File: src/rtl/shreg_ctrl_pkg.sv
// Shared opcodes, FSM encoding and register mode constants for the shift-register sequencer.
// MODO_* values are what the register expects on MODO1 (load) and MODO0 (serial vs circular).
package shreg_ctrl_pkg;

    typedef enum logic [2:0] {
        OP_NOP  = 3'd0,
        OP_LOAD = 3'd1,
        OP_SHL  = 3'd2,
        OP_SHR  = 3'd3,
        OP_ROTL = 3'd4,
        OP_ROTR = 3'd5,
        OP_WAIT = 3'd6,
        OP_RSVD = 3'd7
    } op_e;

    typedef enum logic [1:0] {
        ST_IDLE = 2'd0,
        ST_RUN  = 2'd1,
        ST_FIN  = 2'd2
    } state_e;

    localparam logic MODO_LOAD = 1'b1;
    localparam logic MODO_SER  = 1'b0;
    localparam logic MODO_CIRC = 1'b1;
    localparam logic DIR_LEFT  = 1'b0;
    localparam logic DIR_RIGHT = 1'b1;

    // Opcodes that occupy at least one RUN cycle (given a non-zero count).
    function automatic logic has_run(op_e op);
        case (op)
            OP_LOAD, OP_SHL, OP_SHR, OP_ROTL, OP_ROTR, OP_WAIT: return 1'b1;
            default:                                            return 1'b0;
        endcase
    endfunction

endpackage

File: src/rtl/shreg_cnt.sv
// Loadable down-counter; last flags count==1 so the FSM leaves RUN after exactly N cycles.
// Decrement stops at zero, so a full-scale load never wraps.
module shreg_cnt #(
    parameter int CNT_W = 4
) (
    input  logic             clk,
    input  logic             rst_n,
    input  logic             load,
    input  logic [CNT_W-1:0] load_val,
    input  logic             dec,
    output logic             last
);

    logic [CNT_W-1:0] count;

    always_ff @(posedge clk or negedge rst_n) begin
        if (!rst_n) begin
            count <= '0;
        end else if (load) begin
            count <= load_val;
        end else if (dec && (count != '0)) begin
            count <= count - 1'b1;
        end
    end

    assign last = (count == CNT_W'(1));

endmodule

File: src/rtl/shreg_ctrl.sv
// Command sequencer for the universal shift register: ENB high N cycles after accept, DONE one cycle later.
// One command in flight; CMD_READY only in IDLE, so a requester holds CMD_VALID until accepted.
module shreg_ctrl
    import shreg_ctrl_pkg::*;
#(
    parameter int WIDTH = 4,
    parameter int CNT_W = 4
) (
    input  logic             CLK,
    input  logic             RESET_L,
    input  logic             CMD_VALID,
    output logic             CMD_READY,
    input  logic [2:0]       CMD_OP,
    input  logic [CNT_W-1:0] CMD_CNT,
    input  logic [WIDTH-1:0] CMD_DATA,
    input  logic             SER_DATA,
    output logic             SER_REQ,
    output logic             ENB,
    output logic             MODO1,
    output logic             MODO0,
    output logic             DIR,
    output logic             S_IN,
    output logic [WIDTH-1:0] D,
    output logic             BUSY,
    output logic             DONE,
    output logic             ERR
);

    state_e           state, state_nxt;
    op_e              cmd_op, op_q, op_cur;
    logic             accept, zero_len, cnt_last;
    logic [CNT_W-1:0] cnt_init;

    logic             enb_nxt, m1_nxt, m0_nxt, dir_nxt, sin_nxt, req_nxt;
    logic             busy_nxt, done_nxt, err_nxt, ready_nxt;
    logic [WIDTH-1:0] d_nxt;

    assign cmd_op   = op_e'(CMD_OP);
    assign accept   = CMD_VALID && CMD_READY;
    assign op_cur   = accept ? cmd_op : op_q;
    assign cnt_init = (cmd_op == OP_LOAD) ? CNT_W'(1) : CMD_CNT;
    assign zero_len = !has_run(cmd_op) || (cnt_init == '0);

    shreg_cnt #(.CNT_W(CNT_W)) u_cnt (
        .clk      (CLK),
        .rst_n    (RESET_L),
        .load     (accept),
        .load_val (cnt_init),
        .dec      (state == ST_RUN),
        .last     (cnt_last)
    );

    always_ff @(posedge CLK or negedge RESET_L) begin
        if (!RESET_L) begin
            state <= ST_IDLE;
            op_q  <= OP_NOP;
        end else begin
            state <= state_nxt;
            if (accept) begin
                op_q <= cmd_op;
            end
        end
    end

    always_comb begin
        state_nxt = state;
        case (state)
            ST_IDLE: if (accept) state_nxt = zero_len ? ST_FIN : ST_RUN;
            ST_RUN:  if (cnt_last) state_nxt = ST_FIN;
            ST_FIN:  state_nxt = ST_IDLE;
            default: state_nxt = ST_IDLE;
        endcase

        // Mode/data lines hold their value unless a RUN cycle needs them changed.
        enb_nxt   = 1'b0;
        req_nxt   = 1'b0;
        done_nxt  = 1'b0;
        err_nxt   = 1'b0;
        m1_nxt    = MODO1;
        m0_nxt    = MODO0;
        dir_nxt   = DIR;
        sin_nxt   = S_IN;
        d_nxt     = D;
        busy_nxt  = (state_nxt != ST_IDLE);
        ready_nxt = (state_nxt == ST_IDLE);

        if (state_nxt == ST_RUN) begin
            case (op_cur)
                OP_LOAD: begin
                    // LOAD's single RUN cycle always starts at the accept edge.
                    enb_nxt = 1'b1;
                    m1_nxt  = MODO_LOAD;
                    d_nxt   = CMD_DATA;
                end
                OP_SHL, OP_SHR: begin
                    enb_nxt = 1'b1;
                    m1_nxt  = ~MODO_LOAD;
                    m0_nxt  = MODO_SER;
                    dir_nxt = (op_cur == OP_SHR) ? DIR_RIGHT : DIR_LEFT;
                    sin_nxt = SER_DATA;
                    req_nxt = 1'b1;
                end
                OP_ROTL, OP_ROTR: begin
                    enb_nxt = 1'b1;
                    m1_nxt  = ~MODO_LOAD;
                    m0_nxt  = MODO_CIRC;
                    dir_nxt = (op_cur == OP_ROTR) ? DIR_RIGHT : DIR_LEFT;
                end
                default: ;
            endcase
        end else if (state_nxt == ST_FIN) begin
            done_nxt = 1'b1;
            err_nxt  = (op_cur == OP_RSVD);
        end
    end

    always_ff @(posedge CLK or negedge RESET_L) begin
        if (!RESET_L) begin
            CMD_READY <= 1'b0;
            ENB       <= 1'b0;
            MODO1     <= 1'b0;
            MODO0     <= 1'b0;
            DIR       <= 1'b0;
            S_IN      <= 1'b0;
            SER_REQ   <= 1'b0;
            D         <= '0;
            BUSY      <= 1'b0;
            DONE      <= 1'b0;
            ERR       <= 1'b0;
        end else begin
            CMD_READY <= ready_nxt;
            ENB       <= enb_nxt;
            MODO1     <= m1_nxt;
            MODO0     <= m0_nxt;
            DIR       <= dir_nxt;
            S_IN      <= sin_nxt;
            SER_REQ   <= req_nxt;
            D         <= d_nxt;
            BUSY      <= busy_nxt;
            DONE      <= done_nxt;
            ERR       <= err_nxt;
        end
    end

endmodule

File: config.mk
export PLATFORM = sky130hd
export DESIGN_NAME = shreg_ctrl
export DESIGN_NICKNAME = d
export VERILOG_FILES = /design/src/rtl/shreg_ctrl_pkg.sv /design/src/rtl/shreg_cnt.sv /design/src/rtl/shreg_ctrl.sv
export SDC_FILE = /design/constraint.sdc
export NUM_CORES = 1
export LEC_CHECK = 0
export CAP_MARGIN = 30
export CELL_PAD_IN_SITES_DETAIL_PLACEMENT = 1
export CELL_PAD_IN_SITES_GLOBAL_PLACEMENT = 2
export CORE_MARGIN = 2
export CORE_UTILIZATION = 33
export CTS_CLUSTER_SIZE = 28
export DETAILED_ROUTE_END_ITERATION = 8
export GPL_TIMING_DRIVEN = 0
export PLACE_DENSITY = 0.84
export SLEW_MARGIN = 40
export SYNTH_ARGS = -nofsm -noshare
export SYNTH_HDL_FRONTEND = slang
export SYNTH_SLANG_ARGS = --single-unit
File: constraint.sdc
create_clock -name CLK -period 4 [get_ports CLK]
set_input_delay 0.4 -clock CLK [delete_from_list [all_inputs] [get_ports CLK]]
set_output_delay 0.4 -clock CLK [all_outputs]
set_load 0.01 [all_outputs]
# Word level (Yosys, flattened, before mapping)
# Cells that the tools add are included.
[totals]
reg_bits = 23
inputBits = 15
elab_cells = 74
out_inout_bits = 14
[op_classes]
n_eq_ne = 16
muxes = 22
n_reduce_logical = 21
addsub = 1
[ops]
columns = ["op", "n"]
rows = [
  ["3-bit == test, second input constant", 6],
  ["3-bit by 2-bit == test with 1-bit output, second input constant", 4],
  ["4-bit 2-to-1 mux", 3],
  ["1-bit 2-to-1 mux", 11],
  ["2-bit AND reduction", 4],
  ["2-bit nonzero test", 4],
  ["3-bit by 1-bit == test with 1-bit output, second input constant", 2],
  ["2-bit 2-to-1 mux", 3],
  ["1-bit case mux with 2 select lines", 3],
  ["6-bit OR reduction", 1],
  ["5-bit OR reduction", 1],
  ["2-bit by 1-bit == test with 1-bit output, second input constant", 2],
  ["4-bit by 1-bit == test with 1-bit output, second input constant", 1],
  ["2-bit logical NOT", 2],
  ["4-bit logical NOT", 1],
  ["2-bit case mux with 2 select lines", 1],
  ["4-bit nonzero test", 1],
  ["2-bit OR reduction", 2],
  ["4-bit OR reduction", 1],
  ["4-bit by 1-bit subtractor with 4-bit output, second input constant", 1],
  ["3-bit 2-to-1 mux", 1],
  ["2-bit == test, second input constant", 1],
  ["1-bit logical AND", 2],
  ["1-bit logical NOT", 1],
  ["1-bit logical OR", 1],
]

# Depth between registers and ports, before layout
[logic_depth]
word_depth = 11
ltp_mapped = 7
ltp_nobuf = 7

# By module
# Synthesis repeated with hierarchy kept, for this count alone.
[unflattened]
cells_unflattened = 100
hier_area_um2 = 1162.4
[by_module_without_submodules]
columns = ["module", "n_inst", "seq_area_each_um2", "cells_each", "area_each_um2"]
rows = [
  ["shreg_ctrl", 1, 475.5, 71, 879.6],
  ["shreg_cnt", 1, 100.1, 29, 282.8],
]

# Least setup slack after synthesis
# Ideal clock, no wire load.
[synth_path]
path_type = "register -> register"
start = "register CMD_READY"
end = "register DIR"
arrival_time_ps = 1840
n_path_buf = 0
setup_time_ps = 128
stages_incl_launch_ff = 8
path_slack_ps = 2032
t_required_ps = 3872
synth_period_minus_slack_ps = 1968
path_cell_list = "dfrtp_1 -> and3_1 -> nor2_1 -> inv_1 -> ha_1 -> nor2_1 -> a32oi_1 -> mux2_1"
[synth_via]
elab_chain_cells = 6
word_cells_on_any_way = 16
cone_classes = "eq/ne: 5; mux: 6; reduce/logical: 5"
[synth_lines]
columns = ["item", "line", "rtl"]
rows = [
  ["start, declared", "shreg_ctrl.sv:12", "output logic CMD_READY,"],
  ["start signal, assigned", "shreg_ctrl.sv:131", "CMD_READY <= ready_nxt;"],
  ["1-bit logical AND *", "shreg_ctrl.sv:39", "assign accept = CMD_VALID && CMD_READY;"],
  ["3-bit 2-to-1 mux *", "n/a", ""],
  ["via op_cur[2]", "shreg_ctrl.sv:30", "op_e cmd_op, op_q, op_cur;"],
  ["3-bit by 2-bit == test with 1-bit output, or another cell as far along", "shreg_ctrl.sv:88, shreg_ctrl.sv:99", ""],
  ["2-bit OR reduction", "n/a", ""],
  ["2-bit nonzero test (no line)", "n/a", ""],
  ["2-bit AND reduction (no line)", "n/a", ""],
  ["end signal, assigned", "shreg_ctrl.sv:135", "DIR <= dir_nxt;"],
  ["end, declared", "shreg_ctrl.sv:21", "output logic DIR,"],
]
# The timed path passes the listed nets; every way through them passes the cells marked *.
# A chain may end at the register's enable or synchronous reset.

# Final worst setup path
[layout_path]
start = "input CMD_VALID"
end = "register DIR"
[layout_via]
elab_chain_cells = 6
word_cells_on_any_way = 16
cone_classes = "eq/ne: 5; mux: 6; reduce/logical: 5"
[layout_lines]
columns = ["item", "line", "rtl"]
rows = [
  ["start, declared", "shreg_ctrl.sv:11", "input logic CMD_VALID,"],
  ["1-bit logical AND *", "shreg_ctrl.sv:39", ""],
  ["3-bit 2-to-1 mux *", "n/a", ""],
  ["via op_cur[2]", "shreg_ctrl.sv:30", ""],
  ["3-bit by 2-bit == test with 1-bit output, or another cell as far along", "shreg_ctrl.sv:88, shreg_ctrl.sv:99", ""],
  ["2-bit OR reduction", "n/a", ""],
  ["2-bit nonzero test (no line)", "n/a", ""],
  ["2-bit AND reduction (no line)", "n/a", ""],
]
# Marked as above.

==> results.yml <==
global_route:
  grt_use_total_pct: 16.1
  grt_pass1_vias: 1004
  grt_pass1_wl_um: 4970
  gr-total-overflow: 0
  grt_max_degree: 24
  antenna_found_initial: 0
outcome:
  status: "completed"
floorplan:
  ios: 29
  core_area_um2: 3390
  initial_core_util_pct: 35.1
  die_width_um: 64.0
  dieHeight_um: 64.0
  std_cell_rows: 21
  design.die.area_um2: 4100
synth:
  synth.most_common_cell: "dfrtp_1"
  synth_top_family_by_area: "compound AO/OA/AOI/OAI gates"
  synth.cell_area_um2: 1190
  synth_area_leaders: "dfrtp_1 (48%), mux2_4 (5.1%), ha_1 (4.2%)"
  yosysTopAreaCell: "dfrtp_1"
  avgSynthCellArea_um2: 11.0
  muxShareOfSynthArea_pct: 9.05
  synth-compound-area-share_pct: 17.2
  synthTopCellsByCount: "dfrtp_1 (23), inv_1 (11), a21oi_1 (6), nor2_1 (6), nand3_1 (5)"
  yosysSeqAreaShare_pct: 48.4
  yosys_warnings: 0
  synth_seq_cells: 23
  synth_edf_count: 0
  synthXorXnorAreaFrac_pct: 1.47
  synthCells: 108
  syn_nets: 127
  async_flop_share_pct: 100
  yosysUniqueCellTypes: 43
  synth-adder-area-share_pct: 4.21
  synth_top_area_share_pct: 48.4
  yosys.area_share.simple_pct: 15.6
  synth_flop_cell: "dfrtp_1"
layout:
  fillers: 373
  drive_gt1_share_pct: 11.4
  register_area_um2: 576
  area_growth_pct: 30.3
  diodes: 0
  finalNetCount: 160
  fin_area_um2: 1550
  final_cells: 186
  multi_input_area_um2: 564
place:
  dp.final_hpwl_um: 2380
  placed_cells: 182
  gp_congestion: 0.770
  place_area_um2: 1520
  portBuffers: 28
detailed_routing:
  wl_per_cell_um: 15.8
  postRouteWirelength_um: 2940
  drtAntennaViolNets: 0
  route.vias.total: 937
  drt_drc_violations_left: 0
  dr.pass1.iters: 4
  drt_iter0_drc: 33
  drt-vias-per-instance: 5.04
clock_network:
  cts.clk_slew.worst_paths_ps: 130
  cts_resized: 0
  cts_max_path_buffers: 2
  tritoncts: "built"
  cts_buffers: 3
  clock-sinks: 23
  cts_hold_buf: 0
  post_cts_buffers: 0
  clk-insertion-delay-late_ps: 310
  cts-root-buf: "clkbuf_4"
  htreeDepth: 1
sta:
  worst_pin_slew_ps: 530
  min_period_over_period_pct: 61.6
  drv_slew: 0
  fmax_mhz: 406
  rsz0062_at_grt: "no"
  finalSetupViolCount: 0
  finalHoldViolations: 0
  maxSlewHeadroom_pct: 64.7
  fin_skew_ps: 2.71
  fin_tns_setup_ps: 0
  post-route-min-period_ps: 2460
worst_setup_path:
  r2r-end: "DIR"
  endpoint_kind: "register"
  cpMaxStageDelayCell: "clkdlybuf4s50_1"
  startpoint_type: "input port"
  required_ps: 4200
  cp_max_fo: 8
  cp_top_family: "buffers and inverters"
  r2r_slack_ps: 1710
  cp_cell_sequence: "clkdlybuf4s50_1, a21boi_0, nor2_1, inv_1, ha_1, nor2_1, a32oi_1, mux2_1"
  critPathBufInv: 2
  worstPathArrival_ps: 2670
  r2r_cells: 7
  slowest_delay_ps: 630
  critPathKind: "input port to register"
  path_common_cell: "nor2_1"
  r2r_start: "CMD_READY"
  crit_cells: 8
power:
  p_sw_share_pct: 39.4
  internal_power_w: 0.000676
  p_comb_share_pct: 53.9
  p_sw_w: 0.000439
  power_frac_seq_pct: 36.3
  power_w: 0.00112
  p_per_area_nw_per_um2: 720
  leakage_nw: 0.699
  p_clk_share_pct: 9.8
  ir_worst_vdd_v: 0.000253
hold_path:
  min_path_type: "input port to asynchronous set/reset pin"
run:
  max_cap_viol_count: 0
-- per-layer routing --
metal	vias up	GRT usage, %	share of wire [%]	routed length [um]
li1	449	-	-	-
met3	2	2.11	3.0	89
met5	-	0	0	0
met4	0	4.08	0.68	20
met2	13	29.0	52	1530
met1	473	20.0	44	1290
-- cell usage in the layout, fill, tap and decap left out, drive strengths merged, types with 4 or more instances in the layout --
cell type,count
mux2,7
dfrtp,23
clkdlybuf4s50,27
nand2,4
and3,4
inv,11
a21oi,7
nor2,6
ha,4
nand3,5
-- worst max path at each step --
stage	from	end	slack, ps
floorplan	CMD_READY	DIR	2030
global placement	CMD_VALID	DIR	1290
detailed placement	CMD_VALID	DIR	1200
CTS	CMD_VALID	DIR	1550
global route	CMD_VALID	DIR	1430
finish	CMD_VALID	DIR	1540
-- registers in the layout, summed over array words and instances (netlist names) --
| name | count |
|---|---|
| D | 4 |
| u_cnt.count | 4 |
| op_q | 3 |
| state | 2 |
| BUSY | 1 |
| CMD_READY | 1 |
| DIR | 1 |
| DONE | 1 |
| ENB | 1 |
| ERR | 1 |
| MODO0 | 1 |
| MODO1 | 1 |
| SER_REQ | 1 |
| S_IN | 1 |
-- power groups by stage --
stage,clock network (W),logic [W],registers (W)
after floorplan,0,0.000355,0.000420
after global placement,0,0.000583,0.000400
after detailed placement,0,0.000607,0.000411
after CTS,0.000114,0.000609,0.000406
after global routing,0.000131,0.000661,0.000422
final,0.000109,0.000601,0.000405
-- metrics by stage --
step / hold slack [ps] / setup slack (ps) / utilization (%)
floorplan: 104 / 2030 / -
detailed placement: 416 / 1200 / 44.9
global placement: 474 / 1290 / 45.0
global route: 44.7 / 1430 / 45.7
finish: 48.2 / 1540 / 45.7
CTS: 61.8 / 1550 / 45.7
-- cell type report --
type                    instances  share of cell area [%]
plain buffers                   1                   0.485
multi-input cells              73                    36.4
flip-flops and latches         23                    37.2
well taps                      46                    3.72
repair buffers                 28                    17.8
inverters                      11                    2.67
clock buffers                   3                    1.45
clock inverters                 1                   0.323
-- cells by family after synthesis --
| family | after synthesis |
|---|---|
| AOI/OAI and AO/OA | 26 |
| xor gates and xnor gates | 2 |
| adders and majority gates | 4 |
| buffers and inverters | 12 |
| DFF | 23 |
| muxes | 8 |
| and+or+nand+nor | 33 |
(Power assumes the default switching activity.)
